`config.mk`:
```
export PLATFORM = sky130hd
export DESIGN_NAME = store_merge_unit
export DESIGN_NICKNAME = d
export VERILOG_FILES = /design/src/rtl/store_merge_unit.sv
export SDC_FILE = /design/constraint.sdc
export NUM_CORES = 1
export LEC_CHECK = 0
export BUFFER_PORTS_ARGS = -buffer_cell sky130_fd_sc_hd__buf_2
export CORE_MARGIN = 5
export CORE_UTILIZATION = 52
export DETAILED_ROUTE_END_ITERATION = 8
export PLACE_DENSITY = 0.85
export SLEW_MARGIN = 5
export SYNTH_ARGS = -nofsm -noshare
export SYNTH_HDL_FRONTEND = slang
export SYNTH_SLANG_ARGS = --single-unit
```
`constraint.sdc`:
```
create_clock -name clk -period 4.7 [get_ports clk]
set_input_delay 0.235 -clock clk [delete_from_list [all_inputs] [get_ports clk]]
set_output_delay 0.235 -clock clk [all_outputs]
set_load 0.01 [all_outputs]
```
`src/rtl/store_merge_unit.sv`:
```
`default_nettype none
// ============================================================================
// store_merge_unit : narrows SB/SH/SW stores onto a word-only data memory,
//                    using read-modify-write for byte and halfword stores.
// Revision 1.0
// ============================================================================
module store_merge_unit #(
   parameter int RD_TIMEOUT = 15
) (
   input  logic        clk,
   input  logic        reset,
   input  logic        req_valid,
   output logic        req_ready,
   input  logic [1:0]  op,
   input  logic [31:0] addr,
   input  logic [31:0] wdata,
   output logic        done,
   output logic        err,
   output logic [31:0] mem_addr,
   output logic        mem_rd_en,
   input  logic [31:0] mem_rdata,
   input  logic        mem_rd_valid,
   output logic        mem_wr_en,
   output logic [31:0] mem_wdata
);

   localparam int         c_CW    = (RD_TIMEOUT > 0) ? $clog2(RD_TIMEOUT + 1) : 1;
   localparam logic [1:0] c_OP_SB = 2'b00;
   localparam logic [1:0] c_OP_SH = 2'b01;
   localparam logic [1:0] c_OP_SW = 2'b10;

   typedef enum logic [2:0] {
      S_IDLE  = 3'd0,
      S_READ  = 3'd1,
      S_WAIT  = 3'd2,
      S_WRITE = 3'd3,
      S_DONE  = 3'd4
   } state_t;

   state_t            r_state;
   state_t            w_next;
   logic              r_is_sh;
   logic [1:0]        r_lane;
   logic [15:0]       r_wdata;
   logic              r_err;
   logic [31:0]       r_mem_addr;
   logic [31:0]       r_mem_wdata;
   logic [c_CW-1:0]   r_cnt;
   logic [c_CW-1:0]   w_cnt_inc;
   logic              w_bad;
   logic              w_timeout;
   logic [31:0]       w_merged;

   always_comb begin
      w_bad = 1'b0;
      case (op)
         c_OP_SB: w_bad = 1'b0;
         c_OP_SH: w_bad = addr[0];
         c_OP_SW: w_bad = |addr[1:0];
         default: w_bad = 1'b1;
      endcase
   end

   assign w_cnt_inc = r_cnt + 1'b1;
   assign w_timeout = (RD_TIMEOUT > 0) && (w_cnt_inc == c_CW'(RD_TIMEOUT));

   // Little-endian lane merge: only the low 8/16 bits of the store data survive.
   always_comb begin
      w_merged = mem_rdata;
      if (r_is_sh) begin
         if (r_lane[1]) w_merged[31:16] = r_wdata;
         else           w_merged[15:0]  = r_wdata;
      end else begin
         case (r_lane)
            2'd0:    w_merged[7:0]   = r_wdata[7:0];
            2'd1:    w_merged[15:8]  = r_wdata[7:0];
            2'd2:    w_merged[23:16] = r_wdata[7:0];
            default: w_merged[31:24] = r_wdata[7:0];
         endcase
      end
   end

   always_ff @(posedge clk) begin
      if (reset) r_state <= S_IDLE;
      else       r_state <= w_next;
   end

   always_comb begin
      w_next = r_state;
      case (r_state)
         S_IDLE: begin
            if (req_valid) begin
               if (w_bad)              w_next = S_DONE;
               else if (op == c_OP_SW) w_next = S_WRITE;
               else                    w_next = S_READ;
            end
         end
         S_READ:  w_next = S_WAIT;
         S_WAIT: begin
            // A response landing on the final count still wins over the timeout.
            if (mem_rd_valid)   w_next = S_WRITE;
            else if (w_timeout) w_next = S_DONE;
         end
         S_WRITE: w_next = S_DONE;
         S_DONE:  w_next = S_IDLE;
         default: w_next = S_IDLE;
      endcase
   end

   always_ff @(posedge clk) begin
      if (reset) begin
         r_is_sh     <= 1'b0;
         r_lane      <= 2'd0;
         r_wdata     <= 16'd0;
         r_err       <= 1'b0;
         r_mem_addr  <= 32'd0;
         r_mem_wdata <= 32'd0;
         r_cnt       <= '0;
      end else begin
         case (r_state)
            S_IDLE: begin
               if (req_valid) begin
                  r_is_sh    <= (op == c_OP_SH);
                  r_lane     <= addr[1:0];
                  r_wdata    <= wdata[15:0];
                  r_err      <= w_bad;
                  r_mem_addr <= {addr[31:2], 2'b00};
                  if ((op == c_OP_SW) && !w_bad) r_mem_wdata <= wdata;
               end
            end
            S_READ: r_cnt <= '0;
            S_WAIT: begin
               if (mem_rd_valid) begin
                  r_mem_wdata <= w_merged;
               end else begin
                  r_cnt <= w_cnt_inc;
                  if (w_timeout) r_err <= 1'b1;
               end
            end
            default: ;
         endcase
      end
   end

   assign req_ready = (r_state == S_IDLE);
   assign mem_rd_en = (r_state == S_READ);
   assign mem_wr_en = (r_state == S_WRITE);
   assign done      = (r_state == S_DONE);
   assign err       = (r_state == S_DONE) && r_err;
   assign mem_addr  = r_mem_addr;
   assign mem_wdata = r_mem_wdata;

endmodule
`default_nettype wire

```
# Word-level counts from Yosys, hierarchy flattened
# Cells that the tools add are included.
[totals]
register_bits = 89
latchBits = 0
ram_bits = 0
mem_bits_ro = 0
inputBits = 102
elab_cells = 63
mem_count = 0
[op_classes]
addsub = 1
n_mul = 0
n_div = 0
order_cmp = 0
n_eq_ne = 15
shift = 0
mux = 24
bitwise_logic = 0
reduce_logical = 15
[op_table]
columns = ["op", "n"]
rows = [
  ["32-bit two-way mux", 4],
  ["32-bit one-hot mux with 2 select lines", 1],
  ["16-bit two-way mux", 2],
  ["8-bit two-way mux", 4],
  ["3-bit two-way mux", 4],
  ["3-bit one-hot mux with 4 select lines", 1],
  ["2-bit inequality test (second input constant)", 4],
  ["4-bit one-hot mux with 2 select lines", 1],
  ["4-bit AND reduction", 2],
  ["3-bit by 2-bit equality test with 1-bit output (second input constant)", 2],
  ["2-bit AND reduction", 3],
  ["4-bit by 1-bit adder with 4-bit output (second input constant)", 1],
  ["2-bit by 1-bit equality test with 1-bit output (second input constant)", 2],
  ["2-bit equality test (second input constant)", 2],
  ["4-bit equality test (second input constant)", 1],
  ["2-bit logical NOT", 2],
  ["4-bit two-way mux", 1],
  ["2-bit nonzero test", 2],
  ["3-bit by 1-bit equality test with 1-bit output (second input constant)", 1],
  ["3-bit equality test (second input constant)", 1],
  ["3-bit logical NOT", 1],
  ["1-bit two-way mux", 3],
  ["3-bit inequality test (second input constant)", 1],
  ["1-bit one-hot mux with 3 select lines", 1],
  ["other kinds (7)", 8],
]

# Longest topological paths before layout
# Gate-level depths: netlist of run 1.
[depth]
ltp_word = 7
ltp_mapped = 8
mapped_depth_nobuf = 5

# Least setup slack after synthesis of run 1
# Ideal clock, no wire load.
[synth_path]
kind = "register to register"
startpoint = "reg r_state[0]"
endpoint = "reg r_mem_wdata[20] (netlist: mem_wdata[20])"
setup_ns = 0.096
arrival_time_ns = 1.610
slack_ns = 2.994
stages_incl_launch_ff = 7
synth_period_minus_slack_ns = 1.706
cell_sequence = "dfxtp_1 -> buf_2 -> nor4b_4 -> o22ai_1 -> buf_2 -> buf_4 -> o41ai_2"
[synth_between]
elab_chain_cells = 3
word_cells_on_any_way = 8
cone_classes = "4 x eq/ne; 1 x mux; 3 x reduce/logical"
[synth_rtl]
columns = ["element", "line_no", "rtl"]
rows = [
  ["start, declared", "40", "state_t r_state;"],
  ["start signal, assigned", "85", "else r_state <= w_next;"],
  ["3-bit by 2-bit equality test with 1-bit output / 3-bit logical NOT (equally long branches)", "120", "case (r_state)"],
  ["2-bit inequality test (no source line) (tied with other cells)", "--", ""],
  ["4-bit AND reduction (no source line)", "--", ""],
  ["end signal, assigned", "128", "if ((op == c_OP_SW) && !w_bad) r_mem_wdata <= wdata;"],
  ["end signal, assigned", "134", "r_mem_wdata <= w_merged;"],
  ["end, declared", "47", "logic [31:0] r_mem_wdata;"],
]
# Several ways; a longest one is shown, not always the timed one.
# A chain may end at the register's enable or synchronous reset.

# Final worst setup path of run 1
[layout_path]
startpoint = "reg r_lane[1]"
endpoint = "reg r_mem_wdata[23] (netlist: mem_wdata[23])"
[layout_between]
elab_chain_cells = 5
word_cells_on_any_way = 6
cone_classes = "1 x eq/ne; 5 x mux"
[layout_rtl]
columns = ["element", "line_no", "rtl"]
rows = [
  ["start, declared", "43", "logic [1:0] r_lane;"],
  ["start signal, assigned", "124", "r_lane <= addr[1:0];"],
  ["2-bit equality test", "74", "case (r_lane)"],
  ["8-bit two-way mux", "74", ""],
  ["32-bit two-way mux *", "70", "if (r_is_sh) begin"],
  ["32-bit two-way mux *", "133", "if (mem_rd_valid) begin"],
  ["32-bit one-hot mux with 2 select lines *", "120", ""],
]
# Mark *: on every way between the ends. The rest lies on a longest branch, timed or not. The select of a mux whose other input is x is not followed.

==> impl_metrics.json, run 1 <==
{
  "p_sw_share_pct": 34.1,
  "hold_slack_ps": 96.0,
  "p_leak_nw": 2.32,
  "max-vdd-ir-drop_uv": 263,
  "highest_layer": "met5",
  "clockRootBuffer": "clkbuf_8",
  "drv_cap": 0,
  "route.met3.wl_um": 1460,
  "syn_area_per_cell_um2": 7.80,
  "clock.fmax_mhz": 402,
  "synthAdderAreaFrac_pct": 0.592,
  "switchingPower_mw": 0.797,
  "dieArea_um2": 10000,
  "seqPwrFrac_pct": 41.1,
  "worst_slew_pin_slew_ps": 1010,
  "syn_inst": 542,
  "clock_path_buffers": 2,
  "finalSetupViolations": 0,
  "start_util_pct": 54.2,
  "holdPathStages": 3,
  "worstReg2RegEnd": "mem_wdata[23]$_SDFFE_PP0P_",
  "powerDensity_nw_per_um2": 439,
  "synth.mux.area_fraction_pct": 0.266,
  "clk_transition_reported_paths_ps": 100,
  "dp_hpwl_um": 9240,
  "track_usage_pct": 25.8,
  "drt-total-wl_um": 13200,
  "core_um2": 7810,
  "rsz0062_at_grt": "no",
  "synthArstFlopShare_pct": 0,
  "drt_pre_antenna_iters": 4,
  "clock_sinks": 89,
  "grt_max_degree": 55,
  "cts_resized": 0,
  "ant_nets": 0,
  "path_delay_family": "flip-flops",
  "yosys.area_share.simple_pct": 22.2,
  "synthToLayoutAreaGrowth_pct": 25.9,
  "ys_types": 45,
  "final_cell_mix": "168 x buf_2, 112 x nand2_1, 89 x dfxtp_1",
  "design_area_um2": 5320,
  "hp-start": "addr[27]",
  "cts_setup_buffers": 0,
  "ys_ff_latch": 89,
  "r2r_cells": 4,
  "grt_overflow": 0,
  "final_layout_size_suffix_gt1_share_pct": 29.4,
  "drcViolationCount": 0,
  "gp_congestion": 0.872,
  "ctsHoldBuffers": 0,
  "end_kind": "register",
  "ys_dominant_reg_cell": "dfxtp_1",
  "crit_buf_inv": 1,
  "rrSetupSlack_ps": 2210,
  "die_y_um": 100,
  "min_path_type": "in2reg",
  "num_vias": 4525,
  "clockPowerShare_pct": 30.1,
  "slew_headroom_pct": 31.6,
  "status": "finished clean",
  "slowest_stage": "dfxtp_1",
  "r2r_start": "r_lane[1]$_SDFFE_PP0P_",
  "avgViaCountPerCell": 5.75,
  "final_hold_viol_count": 0,
  "antenna_found_initial": 3,
  "fin_crit_sh_pct": 52.9,
  "insertion_delay_ps": 360,
  "slowest_delay_ps": 910,
  "path_cells": "clkinv_1, nor3_1, a211oi_1, o41ai_2",
  "cts_tree": "yes",
  "yosysWarnings": 0,
  "rows": 32,
  "fin_tns_setup_ps": 0,
  "ioPinCount": 171,
  "synth_top_family_by_area": "compound AO/OA/AOI/OAI gates",
  "post-route-util_pct": 68.2,
  "wl_met2_um": 6310,
  "finalPower_mw": 2.34,
  "required_ps": 4970,
  "holdPathEnd": "mem_addr[27]$_SDFFE_PP0P_",
  "drt-met1-wl_um": 5170,
  "yosys.area_share.xor_xnor_pct": 0,
  "grt_pass1_wl_um": 21100,
  "drt_iter0_markers": 295,
  "dpl_cell_area_um2": 5050,
  "p_comb_share_pct": 28.8,
  "synth-compound-area-share_pct": 29.2,
  "period_needed_ps": 2490,
  "final_common_cell": "buf_2",
  "yosysSeqAreaShare_pct": 42.1,
  "dieWidth_um": 100,
  "worstSetupPathType": "reg2reg",
  "cp_max_fo": 31,
  "startpoint_type": "register",
  "portBuffers": 168,
  "wl_per_cell_um": 16.8,
  "p_int_mw": 1.54,
  "drv_slew": 0,
  "htreeDepth": 3,
  "cp.arrival_ps": 2760,
  "grt_pass1_vias": 4320,
  "synth_edf_count": 0,
  "nets": 782,
  "clock_skew_ps": 13.4,
  "cts_made_buffers": 9,
  "synthesis.area_um2": 4230
}
[registers in the layout, summed over array words and instances, names as in the netlist]
| signal | cells |
|---|---|
| mem_wdata | 32 |
| r_is_sh | 1 |
| r_state | 3 |
| r_err | 1 |
| r_lane | 2 |
| mem_addr | 30 |
| r_wdata | 16 |
| r_cnt | 4 |
[area by class of cell]
| cell class | instances | area, µm² |
|---|---|---|
| Antenna cell | 2 | 5.00 |
| Clock buffer | 9 | 124 |
| Clock inverter | 7 | 146 |
| Fill cell | 671 | 2490 |
| Inverter | 6 | 22.5 |
| Multi-Input combinational cell | 399 | 2240 |
| Sequential cell | 89 | 1780 |
| Tap cell | 102 | 128 |
| Timing Repair Buffer | 173 | 878 |
[metal layers]
| layer | up-vias | global-route usage (%) |
|---|---|---|
| met4 | 2 | 8.70 |
| met5 | - | 0 |
| met1 | 2083 | 32.6 |
| met2 | 207 | 41.5 |
| li1 | 2213 | - |
| met3 | 20 | 8.27 |
[synth_stat cells (3+ instances only)]
cell      count  area, µm²
nand2_1     112        420
nand3b_1      9       67.6
clkbuf_1     33        124
buf_4         3       22.5
nand3_1      10       50.1
and2_1        3       18.8
a211o_1      14        123
o22ai_1      29        181
nand2b_1      5       31.3
a211oi_1     24        180
inv_1         5       18.8
dfxtp_1      89       1780
nor3_1        3       15.0
a31oi_1       3       18.8
o41ai_1       4       35.0
o21ai_0      12       60.1
buf_2        12       60.1
a21oi_1      79        395
nor2_1       43        161
o41ai_2       4       65.1
and3_1        8       50.1
a311o_1       9       90.1
[cells by family after synthesis]
family | Yosys count
compound gates | 188
fa+ha+maj | 2
buf+inv | 55
flops | 89
mux | 1
other cells | 1
simple gates | 206
[per-stage QoR]
stage,worst slack [ps],std cells
global route,2040,787
detailed placement,2280,769
CTS,2280,785
finish,2210,787
global placement,2370,769
floorplan,2990,543
[worst max path at each step]
stage / from / end / slack, ps / cells past startpoint
after detailed placement: r_lane[1]$_SDFFE_PP0P_ / mem_wdata[23]$_SDFFE_PP0P_ / 2280 / 4
after CTS: r_lane[1]$_SDFFE_PP0P_ / mem_wdata[23]$_SDFFE_PP0P_ / 2280 / 4
after global placement: r_lane[1]$_SDFFE_PP0P_ / mem_wdata[23]$_SDFFE_PP0P_ / 2370 / 4
final: r_lane[1]$_SDFFE_PP0P_ / mem_wdata[23]$_SDFFE_PP0P_ / 2210 / 4
after global routing: r_lane[1]$_SDFFE_PP0P_ / mem_wdata[23]$_SDFFE_PP0P_ / 2040 / 4
after floorplan: r_state[0]$_SDFFE_PP0P_ / mem_wdata[20]$_SDFFE_PP0P_ / 2990 / 6
[worst min-delay path, delay by kind of cell]
| kind | cells | cell delay [ps] |
|---|---|---|
| AOI/OAI and AO/OA | 1 | 50 |
| buffers and inverters | 1 | 90 |
| and+or+nand+nor | 1 | 40 |
[power groups by stage]
| stage | clock [mW] | sequential (mW) | combinational [mW] |
|---|---|---|---|
| 4_1_cts | 0.707 | 0.958 | 0.678 |
| 6_report | 0.703 | 0.961 | 0.673 |
| 3_3_place_gp | 0 | 0.969 | 0.656 |
| 5_1_grt | 0.745 | 0.978 | 0.746 |
| 3_5_place_dp | 0 | 0.975 | 0.675 |
| 2_1_floorplan | 0 | 0.984 | 0.423 |
Note: power is estimated with default switching activity, not from simulation.
==> run 2: changes to the inputs <==
--- a/config.mk
+++ b/config.mk
@@ -7,9 +7,9 @@
 export LEC_CHECK = 0
 export BUFFER_PORTS_ARGS = -buffer_cell sky130_fd_sc_hd__buf_2
 export CORE_MARGIN = 5
-export CORE_UTILIZATION = 52
+export CORE_UTILIZATION = 49
 export DETAILED_ROUTE_END_ITERATION = 8
-export PLACE_DENSITY = 0.85
+export PLACE_DENSITY = 0.81
 export SLEW_MARGIN = 5
 export SYNTH_ARGS = -nofsm -noshare
 export SYNTH_HDL_FRONTEND = slang
==> constraint.sdc (replaced) <==
create_clock -name clk -period 2.35 [get_ports clk]
set_input_delay 0.1175 -clock clk [delete_from_list [all_inputs] [get_ports clk]]
set_output_delay 0.1175 -clock clk [all_outputs]
set_load 0.01 [all_outputs]
==> run 2 against run 1 <==
Effect of this change: first-iteration DRC count grew 4.1%; largest power group unchanged; global-route usage grew 0.70 points; clock power grew 51%; final area grew 4.3%; total power grew 89%; largest cell class unchanged; clock-buffer cell count grew 2; combinational power grew 120%; worst hold slack lost 94 ps; fmax grew 22%; routed wire length grew 8.9%; register-to-register slack lost 1900 ps.
==> impl_metrics.json, run 2 (synthesis gave the netlist of run 1 again) <==
{
  "cts_resized": 0,
  "r2r_cells": 5,
  "min_path_type": "in2reg",
  "finalPower_mw": 4.43,
  "portBuffers": 168,
  "worstReg2RegEnd": "mem_wdata[8]$_SDFFE_PP0P_",
  "hp-start": "addr[21]",
  "diodes": 0,
  "clk_transition_reported_paths_ps": 80,
  "p_leak_nw": 2.42,
  "clockRootBuffer": "clkbuf_8",
  "ctsHoldBuffers": 22,
  "insertion_delay_ps": 360,
  "worstSetupPathType": "reg2reg",
  "register_area_um2": 1780,
  "dieWidth_um": 103,
  "die_y_um": 103,
  "startpoint_type": "register",
  "antenna_found_initial": 0,
  "cp_max_fo": 48,
  "dieArea_um2": 10600,
  "cts_made_buffers": 9,
  "drt_iter0_markers": 307,
  "status": "finished clean",
  "cp.arrival_ps": 2310,
  "cts_setup_buffers": 0,
  "period_needed_ps": 2040,
  "largest_reg_flops": 32,
  "drt-total-wl_um": 14400,
  "end_kind": "register",
  "start_util_pct": 50.9,
  "required_ps": 2620,
  "grt_use_met3_pct": 7.58,
  "wl_per_cell_um": 17.6,
  "fillers": 742,
  "grt_pass1_wl_um": 22200,
  "rsz0062_at_grt": "no",
  "track_usage_pct": 26.5,
  "final_common_cell": "buf_2",
  "grtUsageMet2_pct": 45.8,
  "fin_cells": 819,
  "num_vias": 4767,
  "grt_max_degree": 50,
  "grt_pass1_vias": 4647,
  "grt_use_met1_pct": 31.4,
  "rrSetupSlack_ps": 310,
  "ant_nets": 0,
  "drv_slew": 0,
  "clock_skew_ps": 10.9,
  "cts_tree": "yes",
  "clock_sinks": 89,
  "final_cell_mix": "168 x buf_2, 112 x nand2_1, 89 x dfxtp_1",
  "dp.cells": 780,
  "worst_slew_pin_slew_ps": 819,
  "slew_headroom_pct": 45.4,
  "drv_cap": 0,
  "ioPinCount": 171,
  "rows": 33,
  "multi_input_area_um2": 2240,
  "clock.fmax_mhz": 491,
  "gp_congestion": 0.848,
  "dp_hpwl_um": 10100,
  "fin_tns_setup_ps": 0,
  "max-vdd-ir-drop_uv": 535,
  "holdPathEnd": "mem_addr[21]$_SDFFE_PP0P_",
  "finalSetupViolations": 0,
  "grt_overflow": 0,
  "synthToLayoutAreaGrowth_pct": 31.3,
  "clock_path_buffers": 2,
  "htreeDepth": 3,
  "holdPathStages": 3,
  "core_um2": 8300,
  "drt_pre_antenna_iters": 5,
  "fin_crit_sh_pct": 86.7,
  "drcViolationCount": 0,
  "r2r_start": "r_state[2]$_SDFFE_PP0P_",
  "final_hold_viol_count": 0,
  "nets": 813,
  "powerDensity_nw_per_um2": 798,
  "top_usage_layer": "met2",
  "avgViaCountPerCell": 5.82,
  "final_layout_size_suffix_gt1_share_pct": 29.1
}
## run 2: metrics by stage
stage               worst slack, ps  cell area, µm²  hold slack, ps  utilization (%)
floorplan                       644            4230             253                -
global placement                477            5120             358             61.7
detailed placement              367            5120             364             61.7
CTS                             353            5540            1.34             66.7
global route                    193            5550            11.8             66.9
finish                          312            5550            2.46             66.9
## run 2: routing by layer
layer  up-vias  wire length [µm]
li1       2271                 -
met1      2250              5410
met2       214              7150
met3        32              1510
met4         0               303
met5         -                 0
## run 2: how the worst max path moves through the flow
stage	startpoint	to	cells past startpoint
final	r_state[2]$_SDFFE_PP0P_	mem_wdata[8]$_SDFFE_PP0P_	5
after global routing	r_state[1]$_SDFFE_PP0P_	mem_wdata[27]$_SDFFE_PP0P_	3
after CTS	r_state[1]$_SDFFE_PP0P_	mem_wdata[12]$_SDFFE_PP0P_	3
after detailed placement	r_state[1]$_SDFFE_PP0P_	mem_wdata[12]$_SDFFE_PP0P_	3
after global placement	r_state[1]$_SDFFE_PP0P_	mem_wdata[18]$_SDFFE_PP0P_	3
after floorplan	r_state[0]$_SDFFE_PP0P_	mem_wdata[20]$_SDFFE_PP0P_	6
## run 2: power breakdown
group | internal [mW] | total (mW) | switching (mW)
Sequential | 1.73 | 1.90 | 0.170
Clock | 0.518 | 1.06 | 0.544
Combinational | 0.578 | 1.46 | 0.885
## run 2: layout make-up
cell class | count | share of cell area [%]
Clock inverter | 5 | 0.992
Sequential cell | 89 | 32.1
Clock buffer | 11 | 2.55
Timing Repair Buffer | 204 | 21.3
Tap cell | 105 | 2.37
Multi-Input combinational cell | 399 | 40.3
Inverter | 6 | 0.406
## run 2: worst max-delay path, stage by stage, from the launching register on
cell	delay (ps)
dfxtp_1	440
or3_1	510
o22ai_4	130
buf_4	470
a21oi_1	90
a211oi_1	270
==> run 3: changes to the inputs <==
--- a/config.mk
+++ b/config.mk
@@ -6,7 +6,7 @@
 export NUM_CORES = 1
 export LEC_CHECK = 0
 export BUFFER_PORTS_ARGS = -buffer_cell sky130_fd_sc_hd__buf_2
-export CORE_MARGIN = 5
+export CORE_MARGIN = 8
 export CORE_UTILIZATION = 49
 export DETAILED_ROUTE_END_ITERATION = 8
 export PLACE_DENSITY = 0.81
==> run 3 against run 2 <==
Effect of this change: fmax shrank 0.80%; non-clock buffer count is 21 higher; register-to-register slack got worse by 20 ps; highest routed layer unchanged; combinational power up 3%; largest cell class unchanged.
==> impl_metrics.json, run 3 (synthesis gave the netlist of run 1 again) <==
{
  "cts_setup_buffers": 0,
  "required_ps": 2620,
  "startpoint_type": "register",
  "path_delay_family": "simple AND/OR/NAND/NOR gates",
  "critPathLaunch": "r_state[1]$_SDFFE_PP0P_",
  "dieWidth_um": 109,
  "post-route-util_pct": 67.2,
  "p_leak_nw": 2.49,
  "rsz0062_at_grt": "no",
  "hp-start": "wdata[14]",
  "dieArea_um2": 11900,
  "gp_congestion": 0.869,
  "wl_met2_um": 7310,
  "clockRootBuffer": "clkbuf_8",
  "worstReg2RegEnd": "mem_wdata[13]$_SDFFE_PP0P_",
  "final_common_cell": "buf_2",
  "worst_slew_pin_slew_ps": 840,
  "ant_nets": 0,
  "clock_path_buffers": 2,
  "min_path_type": "in2reg",
  "core_um2": 8550,
  "clock_skew_ps": 9.99,
  "worstSetupPathType": "reg2reg",
  "finalSetupViolations": 0,
  "antenna_found_initial": 0,
  "crit_buf_inv": 0,
  "track_usage_pct": 25.0,
  "clock_sinks": 89,
  "max-vdd-ir-drop_uv": 451,
  "start_util_pct": 49.4,
  "final_cell_mix": "168 x buf_2, 112 x nand2_1, 89 x dfxtp_1",
  "diodes": 0,
  "cts_tree": "yes",
  "path_cells": "or3b_2, a211o_1, a211oi_1",
  "ioPinCount": 171,
  "rrSetupSlack_ps": 300,
  "cp_max_fo": 39,
  "drt_pre_antenna_iters": 8,
  "status": "finished clean",
  "r2r_cells": 3,
  "rows": 34,
  "grt_pass1_vias": 4865,
  "insertion_delay_ps": 370,
  "clk_transition_reported_paths_ps": 100,
  "powerDensity_nw_per_um2": 769,
  "grt_pass1_wl_um": 23500,
  "slowest_delay_ps": 830,
  "slew_headroom_pct": 44.0,
  "r2r_start": "r_state[1]$_SDFFE_PP0P_",
  "highest_layer": "met4",
  "cts_resized": 0,
  "final_hold_viol_count": 0,
  "htreeDepth": 3,
  "clock.fmax_mhz": 487,
  "end_kind": "register",
  "drt-total-wl_um": 15300,
  "cp.arrival_ps": 2330,
  "drv_cap": 0,
  "holdPathStages": 3,
  "drcViolationCount": 0,
  "avgViaCountPerCell": 5.77,
  "dp_hpwl_um": 10400,
  "cts_made_buffers": 9,
  "drt_iter0_markers": 379,
  "grt_overflow": 0,
  "fillers": 723,
  "drv_slew": 0,
  "nets": 834,
  "portBuffers": 168,
  "synthToLayoutAreaGrowth_pct": 36.0,
  "holdPathEnd": "r_wdata[14]$_SDFFE_PP0P_",
  "route.met3.wl_um": 1800,
  "die_y_um": 109,
  "finalPower_mw": 4.42,
  "num_vias": 4866,
  "grt_max_degree": 40,
  "final_layout_size_suffix_gt1_share_pct": 28.6,
  "ctsHoldBuffers": 43,
  "slowest_stage": "or3b_2",
  "period_needed_ps": 2050,
  "fin_tns_setup_ps": 0,
  "wl_per_cell_um": 18.1,
  "largest_reg_flops": 32,
  "fin_crit_sh_pct": 87.4,
  "drt-met1-wl_um": 5740
}
-- run 3: cell types whose count changed in the layout (fill, tap and decap cells not counted), sizes merged --
cell,delta
bufinv,-1
clkinvlp,+1
clkinv,-2
clkbuf,-2
buf,+1
dlygate4sd3,+20
inv,+4
-- run 3: through the flow --
stage / instances / area [µm²] / setup slack, ps / hold WS (ps)
6_report: 843 / 5750 / 295 / 8.43
5_1_grt: 843 / 5750 / 196 / 16.5
4_1_cts: 843 / 5750 / 314 / 0.789
3_5_place_dp: 784 / 5130 / 336 / 364
3_3_place_gp: 784 / 5130 / 475 / 357
2_1_floorplan: 543 / 4230 / 644 / 253
-- run 3: metal layers --
layer	track usage, %	vias to the layer above
li1	-	2314
met1	27.6	2260
met2	42.2	250
met3	8.98	42
met4	11.0	0
met5	0	-
-- run 3: final cells by class --
type / instances / area [µm²] / share of cell area, %
clock inverters: 7 / 60.1 / 1.04
repair buffers: 225 / 1390 / 24.2
clock buffers: 9 / 124 / 2.15
flip-flops and latches: 89 / 1780 / 31.0
multi-input cells: 399 / 2240 / 38.9
inverters: 6 / 22.5 / 0.392
well taps: 108 / 135 / 2.35
-- run 3: how the worst max path moves through the flow --
stage                                             to  slack [ps]  cells after the start
after floorplan           mem_wdata[20]$_SDFFE_PP0P_         640                      6
after global placement    mem_wdata[27]$_SDFFE_PP0P_         470                      3
after detailed placement  mem_wdata[13]$_SDFFE_PP0P_         340                      3
after CTS                 mem_wdata[13]$_SDFFE_PP0P_         310                      3
after global routing      mem_wdata[28]$_SDFFE_PP0P_         200                      3
final                     mem_wdata[13]$_SDFFE_PP0P_         300                      3
-- run 3: report_power, final --
part           switching (mW)  leakage, nW  internal (mW)
Clock                   0.616       0.0848          0.403
Sequential              0.168        0.728           1.73
Combinational           0.900         1.68          0.598
-- run 3: worst reg2reg max path, stage by stage, from the launching register on --
cell and delay, ps:
dfxtp_1 540, or3b_2 830, a211o_1 360, a211oi_1 230
